### src/rtl/shift_seq_pkg.sv
// Shared shift-operation definitions: opcode width, mode encodings and
// the multi-bit step size used by the fast datapath.
package shift_seq_pkg;

  localparam int unsigned SHIFT_OPCODE_WIDTH = 2;

  typedef enum logic [SHIFT_OPCODE_WIDTH-1:0] {
    ShiftSll = 2'b00,
    ShiftSrl = 2'b01,
    ShiftRol = 2'b10,
    ShiftSra = 2'b11
  } shift_op_e;

  // Bits moved per cycle by the wide step.
  localparam int unsigned FAST_STEP = 4;

endpackage

### src/rtl/shift_step.sv
// Single-step combinational shifter: moves data by 1 bit, or by FAST_STEP
// bits when big is set, using the fill rule of the selected mode.
module shift_step
  import shift_seq_pkg::*;
#(
  parameter int unsigned DATA_WIDTH = 32
) (
  input  shift_op_e             mode,
  input  logic                  big,
  input  logic [DATA_WIDTH-1:0] data_in,
  output logic [DATA_WIDTH-1:0] data_out
);

  // One step of the selected shift/rotate.
  always_comb begin
    data_out = data_in;
    if (!big) begin
      unique case (mode)
        ShiftSll: data_out = {data_in[DATA_WIDTH-2:0], 1'b0};
        ShiftSrl: data_out = {1'b0, data_in[DATA_WIDTH-1:1]};
        ShiftRol: data_out = {data_in[DATA_WIDTH-2:0], data_in[DATA_WIDTH-1]};
        ShiftSra: data_out = {data_in[DATA_WIDTH-1], data_in[DATA_WIDTH-1:1]};
        default:  data_out = data_in;
      endcase
    end else begin
      unique case (mode)
        ShiftSll: data_out = {data_in[DATA_WIDTH-5:0], 4'b0000};
        ShiftSrl: data_out = {4'b0000, data_in[DATA_WIDTH-1:4]};
        ShiftRol: data_out = {data_in[DATA_WIDTH-5:0], data_in[DATA_WIDTH-1:DATA_WIDTH-4]};
        ShiftSra: data_out = {{4{data_in[DATA_WIDTH-1]}}, data_in[DATA_WIDTH-1:4]};
        default:  data_out = data_in;
      endcase
    end
  end

endmodule

### src/rtl/shift_seq.sv
// Sequential shifter: accepts one request, shifts the operand a step per
// cycle under a down-counter, then holds the result until consumed.
// Optional feature: define SHIFT_SEQ_FAST_EN to step 4 bits per cycle while
// at least 4 bits remain.
module shift_seq
  import shift_seq_pkg::*;
#(
  parameter int unsigned DATA_WIDTH  = 32,
  parameter int unsigned SHIFT_WIDTH = $clog2(DATA_WIDTH)
) (
  input  logic                          clk,
  input  logic                          rst_n,
  input  logic                          in_valid,
  output logic                          in_ready,
  input  logic [SHIFT_OPCODE_WIDTH-1:0] mode,
  input  logic [SHIFT_WIDTH-1:0]        shift_amt,
  input  logic [DATA_WIDTH-1:0]         data_in,
  input  logic                          abort,
  output logic                          out_valid,
  input  logic                          out_ready,
  output logic [DATA_WIDTH-1:0]         data_out
);

  typedef enum logic [1:0] {
    StIdle,
    StShift,
    StDone
  } state_e;

  state_e                  state_q, state_d;
  logic [DATA_WIDTH-1:0]   data_q, data_d;
  logic [SHIFT_WIDTH-1:0]  cnt_q, cnt_d;
  shift_op_e               mode_q, mode_d;

  logic                    step_big;
  logic [SHIFT_WIDTH-1:0]  step_amt;
  logic [SHIFT_WIDTH-1:0]  cnt_next;
  logic [DATA_WIDTH-1:0]   step_data;

`ifdef SHIFT_SEQ_FAST_EN
  assign step_big = (cnt_q >= SHIFT_WIDTH'(FAST_STEP));
`else
  assign step_big = 1'b0;
`endif

  assign step_amt = step_big ? SHIFT_WIDTH'(FAST_STEP) : SHIFT_WIDTH'(1);
  assign cnt_next = cnt_q - step_amt;

  shift_step #(
    .DATA_WIDTH(DATA_WIDTH)
  ) u_step (
    .mode    (mode_q),
    .big     (step_big),
    .data_in (data_q),
    .data_out(step_data)
  );

  // Next-state and handshake outputs; abort overrides everything.
  always_comb begin
    state_d   = state_q;
    data_d    = data_q;
    cnt_d     = cnt_q;
    mode_d    = mode_q;
    in_ready  = 1'b0;
    out_valid = 1'b0;
    unique case (state_q)
      StIdle: begin
        in_ready = 1'b1;
        if (in_valid) begin
          mode_d  = shift_op_e'(mode);
          data_d  = data_in;
          cnt_d   = shift_amt;
          state_d = (shift_amt == '0) ? StDone : StShift;
        end
      end
      StShift: begin
        data_d = step_data;
        cnt_d  = cnt_next;
        if (cnt_next == '0) begin
          state_d = StDone;
        end
      end
      StDone: begin
        out_valid = 1'b1;
        if (out_ready) begin
          state_d = StIdle;
        end
      end
      default: state_d = StIdle;
    endcase
    // Cancel keeps the last data value visible on data_out.
    if (abort) begin
      state_d = StIdle;
      cnt_d   = '0;
      data_d  = data_q;
      mode_d  = mode_q;
    end
  end

  // State and datapath registers.
  always_ff @(posedge clk or negedge rst_n) begin
    if (!rst_n) begin
      state_q <= StIdle;
      data_q  <= '0;
      cnt_q   <= '0;
      mode_q  <= ShiftSll;
    end else begin
      state_q <= state_d;
      data_q  <= data_d;
      cnt_q   <= cnt_d;
      mode_q  <= mode_d;
    end
  end

  assign data_out = data_q;

endmodule

### config.mk
export PLATFORM = sky130hd
export DESIGN_NAME = shift_seq
export DESIGN_NICKNAME = d
export VERILOG_FILES = /design/src/rtl/shift_seq_pkg.sv /design/src/rtl/shift_step.sv /design/src/rtl/shift_seq.sv
export SDC_FILE = /design/constraint.sdc
export NUM_CORES = 1
export LEC_CHECK = 0
export ABC_AREA = 1
export CORE_MARGIN = 3
export CORE_UTILIZATION = 46
export CTS_CLUSTER_SIZE = 40
export DETAILED_ROUTE_END_ITERATION = 8
export MAX_ROUTING_LAYER = met4
export PLACE_DENSITY = 0.8
export SETUP_SLACK_MARGIN = 0.1
export SLEW_MARGIN = 20
export SYNTH_ARGS = -nofsm -noshare
export SYNTH_HDL_FRONTEND = slang
export SYNTH_SLANG_ARGS = --single-unit
### constraint.sdc
create_clock -name clk -period 1.8 [get_ports clk]
set_input_delay 0.18 -clock clk [delete_from_list [all_inputs] [get_ports clk]]
set_output_delay 0.18 -clock clk [all_outputs]
set_load 0.1 [all_outputs]
# Word-level counts from Yosys, hierarchy flattened
# Index checks and enable logic that the tools add are counted.
dict set report word_totals {
  regBits 41
  input_bits 44
  output_inout_bits 34
  wordCells 42
}
dict set report classes {
  add_sub_neg 1
  eq_ne 10
  muxes 14
  bitwise 1
  n_reduce_logical 11
}
# cell n
set op_table {}
lappend op_table {{$pmux 32 s4} 1}
lappend op_table {{$pmux 32 s2} 1}
lappend op_table {{$mux 32} 1}
lappend op_table {{$logic_not 5->1} 2}
lappend op_table {{$mux 2} 5}
lappend op_table {{$mux 5} 2}
lappend op_table {{$pmux 5 s2} 1}
lappend op_table {{$ne 3x3->1 const B} 3}
lappend op_table {{$reduce_and 3->1} 3}
lappend op_table {{$eq 2x2->1 const B} 3}
lappend op_table {{$pmux 2 s3} 1}
lappend op_table {{$sub 5x1->5 const B} 1}
lappend op_table {{$eq 2x1->1 const B} 2}
lappend op_table {{$logic_not 2->1} 2}
lappend op_table {{$ne 2x2->1 const B} 2}
lappend op_table {{$reduce_and 4->1} 1}
lappend op_table {{$reduce_bool 3->1} 1}
lappend op_table {{$mux 1} 2}
lappend op_table {{$reduce_and 2->1} 1}
lappend op_table {{$reduce_bool 2->1} 1}
lappend op_table {{$not 1->1} 1}

# Depth between registers and ports, before layout
dict set report logic_depth {
  depth_word 5
  ltp_mapped 12
  mapped_depth_nobuf 12
}

# By module
# From an unflattened synthesis, not the netlist that was laid out.
dict set report hier_totals {
  cells_unflattened 455
  hier_area_um2 3163.0
}
# module n_inst cells_each area_each_um2 seq_area_each_um2
set modules_own_cells {}
lappend modules_own_cells {shift_seq 1 260 2245.9 1026.0}
lappend modules_own_cells {shift_step 1 195 917.1 0.0}

# Least setup slack after synthesis
# Ideal clock, no wire load.
dict set report synth_path {
  path_type {reg2out}
  startpoint {reg state_q[0]}
  endpoint {out out_valid}
  arrival_time_ps 1705
  t_required_ps 1620
  slack_ps -85
  stages_incl_launch_ff 2
  n_path_buf 0
  path_cell_list {dfrtp_1 > nor2_1}
}
dict set report synth_via {
  elab_chain_len 2
}
# item line
set synth_rtl {}
lappend synth_rtl {{from (decl)} shift_seq.sv:30} ;# state_e state_q, state_d;
lappend synth_rtl {{from (signal assigned)} shift_seq.sv:103} ;# state_q <= StIdle;
lappend synth_rtl {{from (signal assigned)} shift_seq.sv:108} ;# state_q <= state_d;
lappend synth_rtl {{$eq 2x2->1} shift_seq.sv:66} ;# unique case (state_q)
lappend synth_rtl {{$mux 1} shift_seq.sv:66}
lappend synth_rtl {{to (decl)} shift_seq.sv:19} ;# output logic out_valid,
# Every way passes these cells.

# Worst setup path in the final report
dict set report layout_path {
  startpoint {reg cnt_q[0]}
  endpoint {reg state_q[0]}
}
dict set report layout_via {
  elab_chain_len 4
}
# item line
set layout_rtl {}
lappend layout_rtl {{from (decl)} shift_seq.sv:32} ;# logic [SHIFT_WIDTH-1:0] cnt_q, cnt_d;
lappend layout_rtl {{from (signal assigned)} shift_seq.sv:110} ;# cnt_q <= cnt_d;
lappend layout_rtl {{$sub 5x1->5} shift_seq.sv:47} ;# assign cnt_next = cnt_q - step_amt;
lappend layout_rtl {{$logic_not 5->1} shift_seq.sv:79} ;# if (cnt_next == '0) begin
lappend layout_rtl {{$ne 3x3->1 (no line)} --}
lappend layout_rtl {{$reduce_and 3->1 (no line)} --}
# Every way passes these cells.
# A chain may end at the register's enable or synchronous reset.

==> results.md <==
* Distinct cell type count after synthesis at 25
* Drt wl/cell at 14.4 um
* FF-to-FF End: state_q[0]$_DFFE_PN0P_
* Worst R2R Start: cnt_q[0]$_DFFE_PN0P_
* Area grow syn2layout at 38.3%
* Fillers at 432
* # diodes at 0
* GR Util All Layers at a little under a quarter
* Vias at 2,406
* Vias in the first global route at about 2,300
* Share of the synthesized area in the top cell type at approximately 44%
* Placer Congestion at between 0.8 and 0.9
* Final min period at around 1.5 ns
* Final nets at 421
* Sequential-to-total area share from yosys stat at approximately 44%
* Max-slew headroom at the worst pin at between 60% and 70%
* Grt ovf at 0
* Most used cell, CP: nand2_1
* Max Cap Violations at 0
* Hold Path Class: in2async
* Fraction of layout cells with a size suffix above 1 at between 10% and 20%
* Post-DP HPWL at between 4000 and 5000 um
* Drt initial violations at 250
* Area occupied by multi-input gates at 1060 um2
* Outcome: completed
* Drt pass-1 iters at 4
* Chip Height at 77.2 um
* FF+latch area at between 1000 and 1500 um2
* R2R cell count at 12
* Die X at 77.2 um
* Clock sinks at 41
* Initial Util at around half
* Clock skew at approximately 0.0054 ns
* WL final at ~6400 um
* Clock transition at path regs at 0.08 ns
* Ordered cell list for the critical path: inv_2 -> ha_2 -> inv_1 -> nand2_1 -> nand2_1 -> nor2_1 -> nand2_1 -> nand2_1 -> nand2_1 -> nand2_1 -> nand3_1 -> nand2_1
* CP Data Required Time at 2.03 ns
* Final setup violation count at 0
* CP startpoint: cnt_q[0]$_DFFE_PN0P_
* CTS tree: yes
* Reg2Reg Setup Slack at 0.30 ns
* Die ar. at around 6000 um2
* Initial antenna violation count at 0
* Mapped Area at about 2300 um2
* Slowest cell delay on critical path at 0.42 ns
* Critical path launch point type: flip-flop
* Sum Neg Setup Slack at 0 ns
* CP max-delay cell: dfrtp_1
* Post-CTS setup buffers at 0
* Largest net degree at the start of global routing at between 40 and 50
* RSZ-0062 raised after global routing: false
* Post-Syn Nets at 347
* Synth top area cells: dfrtp_1 (44%), a21oi_1 (15%), o21ai_0 (8.2%)
* Crit path capture type: flip-flop
* Post-route antenna net violation count at 0
* Crit-path max FO at 5
* Seq cells post-synth at 41
* Worst EP arrival at ~1.7 ns
* Core area at 4820 um2
* Skew-Pair Late Insertion Delay at about 0.29 ns
* # rows at 25
* Area leader, netlist: dfrtp_1
* # IOs at between 70 and 80
* Fin. Hold Viols at 0
* Crit path kind: reg2reg
* Num CTS Buffers at 5
* DRC errors left at 0
* Pin slew with the least headroom to its limit at around 0.51 ns
* Buffer type at the clock tree root: clkbuf_8
* First-pass GRT wire length at ~11,000 um
* H-tree lvl count at 2
* YS warnings at 0
* Max Clock Freq at between 0.6 and 0.7 GHz
* Final Max Slew Viols at 0
* Period Utilization, post-route at 83.1%
* Avg Cell Area, Syn at roughly 7.7 um2
* PortBufs at between 70 and 80
* Final core occ at 66.9%
* Longest Clk Path Bufs at 2
* Mapped Cells at about 300
* Vias per std cell at 5.43
cell type report:
class,count,share of cell area [%]
clock buffer,6,2.56
clock inverter,2,0.427
inverter,41,4.77
multi-input combinational,200,33.0
sequential,41,31.8
tap,67,2.60
timing repair buffer,86,24.8
per-layer routing:
layer | vias to the layer above | share of wire [%] | track usage (%)
met5 | - | 0 | -
met4 | 0 | 1.3 | 6.76
met3 | 7 | 5.2 | 4.58
met2 | 75 | 48 | 35.1
met1 | 1137 | 45 | 30.0
li1 | 1187 | - | -
through the flow:
stage,hold slack (ns),std cells,worst slack [ns],area (um2)
after floorplan,-0.116,301,0.267,2330
after global placement,0.177,434,0.306,3110
after detailed placement,0.176,434,0.240,3110
after CTS,0.389,443,0.238,3220
after global routing,0.428,443,0.127,3220
final,0.382,443,0.304,3220
repair_timing:
action	4_1_cts	5_1_grt
setup endpoints to repair	0	2
resized for setup	0	2
hold buffers	1	0
endpoints found under the hold margin	20	0
flip-flops by register name, indices dropped and copies added, names as in the netlist:
signal / cells
data_out: 32
cnt_q: 5
mode_q: 2
state_q: 2
layout by cell type (no fill, tap or decap):
cell type | synthesis | routed
clkinv_1 | 1 | 1
a21oi_1 | 69 | 69
buf_2 | 4 | 1
nor3_1 | 2 | 2
nand2_1 | 27 | 27
dfrtp_1 | 41 | 41
buf_4 | 3 | 38
a22oi_1 | 24 | 24
inv_2 | 3 | 4
nand3_1 | 8 | 8
clkinv_4 | 0 | 1
mux2_2 | 1 | 1
nor2_1 | 16 | 14
a31oi_1 | 1 | 1
dlygate4sd3_1 | 0 | 1
o22ai_1 | 5 | 5
a31oi_2 | 1 | 1
ha_2 | 0 | 1
nor2_2 | 1 | 3
clkbuf_8 | 0 | 6
o21ai_0 | 38 | 38
o211ai_1 | 2 | 2
inv_1 | 37 | 36
clkdlybuf4s50_1 | 0 | 42
clkinv_2 | 0 | 1
nand2_2 | 2 | 2
o21a_1 | 1 | 1
ha_1 | 2 | 1
buf_12 | 0 | 4
cell families after synthesis:
| group | synth area share (%) |
|---|---|
| AO/OA/AOI/OAI | 33.8 |
| adder cells (fa/ha/maj) | 1.07 |
| buffers and inverters | 10.7 |
| flip-flops | 44.0 |
| multiplexers | 0.483 |
| AND/OR/NAND/NOR | 9.88 |
worst max-delay path by stage:
stage                                           to  slack, ns  depth (start not counted)
after floorplan           data_out[22]$_DFFE_PN0P_       0.27                          4
after CTS                   state_q[1]$_DFFE_PN0P_       0.24                         12
after global placement     data_out[7]$_DFFE_PN0P_       0.31                          7
after global routing        state_q[1]$_DFFE_PN0P_       0.13                         10
after detailed placement     mode_q[1]$_DFFE_PN0P_       0.24                          6
final                       state_q[0]$_DFFE_PN0P_       0.30                         12
worst max-delay path, delay by kind of cell, from the launching register on:
| kind | cells | cell delay (ns) |
|---|---|---|
| simple gates | 9 | 0.64 |
| fa+ha+maj | 1 | 0.23 |
| buf+inv | 2 | 0.16 |
| flops | 1 | 0.42 |
synth_stat cells:
master    instances
a31oi_1           1
nand2_1          27
a31oi_2           1
o21a_1            1
clkinv_1          1
a22oi_1          24
ha_1              2
a21oi_1          69
nor2_1           16
buf_6             1
buf_1             2
nand3_1           8
mux2_2            1
nor3_1            2
inv_2             3
o211ai_1          2
buf_4             3
o21ai_0          38
inv_1            37
o22ai_1           5
clkbuf_1          9
dfrtp_1          41
buf_2             4
nor2_2            1
nand2_2           2
Power is left out: the tool's default activity adds up to more than one toggle a clock period on the data nets, which glitch-free logic cannot reach.
==> RTL change 1, RTL diff (same flow settings) <==
`data_q` no longer has a reset.
--- a/src/rtl/shift_seq.sv
+++ b/src/rtl/shift_seq.sv
@@ -102,13 +102,15 @@
     if (!rst_n) begin
       state_q <= StIdle;
-      data_q  <= '0;
       cnt_q   <= '0;
       mode_q  <= ShiftSll;
     end else begin
       state_q <= state_d;
-      data_q  <= data_d;
       cnt_q   <= cnt_d;
       mode_q  <= mode_d;
     end
+  end
+
+  always_ff @(posedge clk) begin
+    data_q <= data_d;
   end
 
Check against the original RTL: not equivalent (Yosys sat finds a counterexample within 4 cycles, from zero or initial values and one cycle with rst_n low).
==> RTL change 1 against the original RTL <==
- design area is 5.4% lower
- setup slack worse by 0.019 ns
- wire length is 13% lower
- critical path type unchanged
- utilization is 1.2 points higher
- first-iteration DRC count is 32% lower
- synthesized cell count is 13% lower
- sequential cell count stayed put
- largest cell class is now sequential cells
- critical endpoint is now cnt_q[2]$_DFFE_PN0P_
- synthesized area is 6.2% lower
==> RTL change 1: results (changes against the original RTL) <==
| Metric | Value |
|---|---|
| Run status | completed |
| Synth Flop Type | edfxtp_1 |
| HPWL after DPL | 3920 um (-16%) |
| Complex-gate fraction of the synthesized area | 0.188 (-0.150) |
| Worst-margin pin slew | 0.593 ns (+0.0825 ns) |
| Top cells by count, synth | nand2_1, o21ai_0, nor2_1 |
| Crit-path max cell delay | 0.47 ns (+0.05 ns) |
| Dominant cells by area after synthesis | edfxtp_1, o21ai_0, dfrtp_1 |
| DR vias/cell | 5.32 (-2.1%) |
| Setup slack, reg-to-reg | 0.28 ns (-0.02 ns) |
| Vias in the first global route | 1,931 (-16%) |
| Multi-input logic area | 878 um2 (-17%) |
| Inverters | 16 (-61%) |
| Buffering overhead | 0.254 (+0.00514) |
| Start point of the critical path | state_q[0]$_DFFE_PN0P_ |
| R2R cell count | 7 (-5) |
| Fill count | 374 (-13%) |
| GRT Util Overall | 0.211 (-0.0154) |
| Final WL | 5530 um (-13%) |
| CP delay by family, top | flip-flops |
| #MultiIn Comb | 191 (-4.5%) |
| Largest net degree at the start of global routing | 37 (-23%) |
| Cell with the most instances after synthesis | nand2_1 |
| Non-clk bufs | 82 (-4.7%) |
| Global-route wire length before repair | 8830 um (-17%) |
[RTL change 1: cell types whose count changed after synthesis, moves of 24 or more]
cell	delta
a21oi_1	-63
dfrtp_1	-32
edfxtp_1	+32
nand2_1	+29
nor2_1	+25
a22oi_1	-24
[RTL change 1: through the flow]
step	instances	instance area (um2)	hold WS [ns]	utilization	setup WS, ns
3_3_place_gp	382	2970	0.501	0.663	0.245
2_1_floorplan	261	2200	-0.116	-	0.159
3_5_place_dp	382	2970	0.496	0.663	0.189
4_1_cts	390	3050	0.202	0.681	0.285
6_report	390	3050	0.192	0.681	0.284
5_1_grt	390	3050	0.211	0.681	0.167
[RTL change 1: per-layer routing]
layer  GRT usage  wire, um
met5           -         0
met4      0.0474        37
met3      0.0347       431
met2       0.310      2620
met1       0.306      2450
[RTL change 1: kinds of logic after synthesis]
family	after synthesis
compound gates	80
simple gates	109
fa+ha+maj	2
buf+inv	29
flops	41
==> RTL change 2, RTL diff (same settings) <==
Made on the original files. The option `SHIFT_SEQ_FAST_EN` is turned on by a define.
--- a/src/rtl/shift_seq.sv
+++ b/src/rtl/shift_seq.sv
@@ -3,4 +3,6 @@
 // Optional feature: define SHIFT_SEQ_FAST_EN to step 4 bits per cycle while
 // at least 4 bits remain.
+`define SHIFT_SEQ_FAST_EN
+
 module shift_seq
   import shift_seq_pkg::*;
Function: changed (Yosys sat finds a counterexample within 4 cycles, from zero or initial values and one cycle with rst_n low).
==> RTL change 2 against the original RTL <==
- via count up 35%
- sequential cell count unchanged
- die area up 23%
- critical path type unchanged
- setup slack worse by 0.19 ns
- wire length up 35%
- worst hold slack worse by 0.011 ns
- design area up 17%
- synthesized area up 25%
- non-clock buffer count up 7
- final cell count up 26%
Power is left out: the tool's default activity adds up to more than one toggle a clock period on the data nets, which glitch-free logic cannot reach.
==> RTL change 2: results (changes against the original RTL) <==
| Metric | Value |
|---|---|
| Worst min-delay path class | in2async |
| Clock skew | 0.00654 ns (+0.00115 ns) |
| Post-placement cell count | 546 (+26%) |
| Root Driver | clkbuf_8 |
| Global-route wire length before repair | 14,100 um (+32%) |
| Dominant cells by area after synthesis | dfrtp_1, nand3_1, nand2_1 |
| N_diodes | 0 (unchanged) |
| Slew HR | 0.607 (-0.0531) |
| Nets@finish | 529 (+26%) |
| Top cells by count, synth | nand2_1, nand3_1, a21oi_1 |
| Vias in the first global route | 3,088 (+34%) |
| Avg Inst Size Synth | 7.07 um2 (-8.6%) |
| DR vias/cell | 5.83 (+7.3%) |
| Top Layer Used | met4 |
| Synth async-reset ratio | 1.00 (unchanged) |
| Largest net degree at the start of global routing | 34 (-29%) |
| GPL Wtd Cong | 0.906 (+2.9%) |
| Final WL | 8620 um (+35%) |
| Crit path DAT | 1.92 ns (+0.19 ns) |
| Clock Latency Late Sink | 0.29 ns (about the same) |
| WL met2 | 4060 um (+32%) |
| Clock-pin slew on the worst setup and hold paths | 0.08 ns (about the same) |
| Post-synthesis cell type count | 32 (+28%) |
| Met3 WL | 875 um (+170%) |
| Longest Clk Path Bufs | 2 (unchanged) |
| Fill count | 547 (+27%) |
| Largest register FFs | 32 (unchanged) |
| M1 WL | 3500 um (+21%) |
| First-pass DRT Iterations | 5 (+1) |
| Layout cells sized above 1 | 0.197 (+0.0295) |
| Buffers on Ports | 77 (unchanged) |
| CTS buffer count | 5 (unchanged) |
| Non-Filler Instances | 557 (+26%) |
| Run status | completed |
| Syn_nets | 457 (+32%) |
| Antenna violations before repair | 0 (unchanged) |
| DR iter-0 viols | 391 (+56%) |
| Crit Path Max Fanout | 4 (-1) |
| H-tree Lvls | 2 (unchanged) |
| GRT Util Overall | 0.242 (+0.0157) |
| Register area share after synthesis | 0.353 (-0.0874) |
| HPWL after DPL | 6310 um (+34%) |
## RTL change 2: cell count changes after synthesis, moves of 3 or more
cell      change
o21ai_1       +9
a21oi_1      -25
o211ai_1      +3
a21oi_2      +18
buf_2        +13
clkbuf_1      -7
o21ai_0      -15
a31oi_1       +4
nor2_1       +22
inv_1        -15
nand3_1      +67
a22oi_1      -19
nand2_1      +50
## RTL change 2: worst paths after layout
kind,start,endpoint,slack (ns)
max,cnt_q[2]$_DFFE_PN0P_,state_q[1]$_DFFE_PN0P_,0.11
min,rst_n,data_out[5]$_DFFE_PN0P_,0.37
max reg2reg,cnt_q[2]$_DFFE_PN0P_,state_q[1]$_DFFE_PN0P_,0.11
min reg2reg,data_out[0]$_DFFE_PN0P_,data_out[0]$_DFFE_PN0P_,0.54
max in group asynchronous,rst_n,data_out[29]$_DFFE_PN0P_,0.95
min in group clk,mode[0],mode_q[0]$_DFFE_PN0P_,0.47
## RTL change 2: area by class of cell
| type | instances | area [um2] | share of cell area |
|---|---|---|---|
| clock buffer | 5 | 68.8 | 0.0182 |
| clock inverter | 1 | 5.00 | 0.00133 |
| inverter | 27 | 104 | 0.0275 |
| multi-input combinational | 315 | 1620 | 0.430 |
| sequential | 41 | 1030 | 0.272 |
| tap | 75 | 93.8 | 0.0249 |
| timing repair buffer | 93 | 853 | 0.226 |
## RTL change 2: metal layers
| layer | up-vias | track usage |
|---|---|---|
| li1 | 1547 | - |
| met1 | 1484 | 0.308 |
| met2 | 190 | 0.393 |
| met3 | 26 | 0.0432 |
| met4 | 0 | 0.0748 |
| met5 | - | - |
## RTL change 2: metrics by stage
stage / instance area, um2 / setup WS (ns)
final: 3770 / 0.113
after detailed placement: 3640 / 0.0905
after global routing: 3770 / 0.0350
after global placement: 3640 / 0.185
after floorplan: 2920 / 0.0860
after CTS: 3740 / 0.105
## RTL change 2: critical path, cell delays in order (launching register included)
cell      delay, ns
dfrtp_1        0.40
inv_2          0.09
nand2_4        0.09
inv_4          0.04
ha_4           0.28
inv_2          0.04
o211ai_1       0.21
nand2_1        0.10
nor2_1         0.11
nand2_1        0.06
nand2_1        0.07
nand3_1        0.06
nand2_1        0.06
## RTL change 2: cells by family (layout without fill, tap and decap cells)
kind of cell	count (synthesis)	count (layout)	synth area share
AND/OR/NAND/NOR	197	197	0.298
AO/OA/AOI/OAI	114	114	0.235
buffers and inverters	55	126	0.0981
flip-flops	41	41	0.353
adder cells (fa/ha/maj)	2	2	0.00861
XOR/XNOR	1	1	0.00301
multiplexers	1	1	0.00387
## RTL change 2: timing repair
action	in CTS	in global routing
endpoints found under the hold margin	19	0
setup endpoints to repair	1	4
resized for setup	1	6
hold buffers	1	0
buffers inserted	3	1
pin swaps	2	2
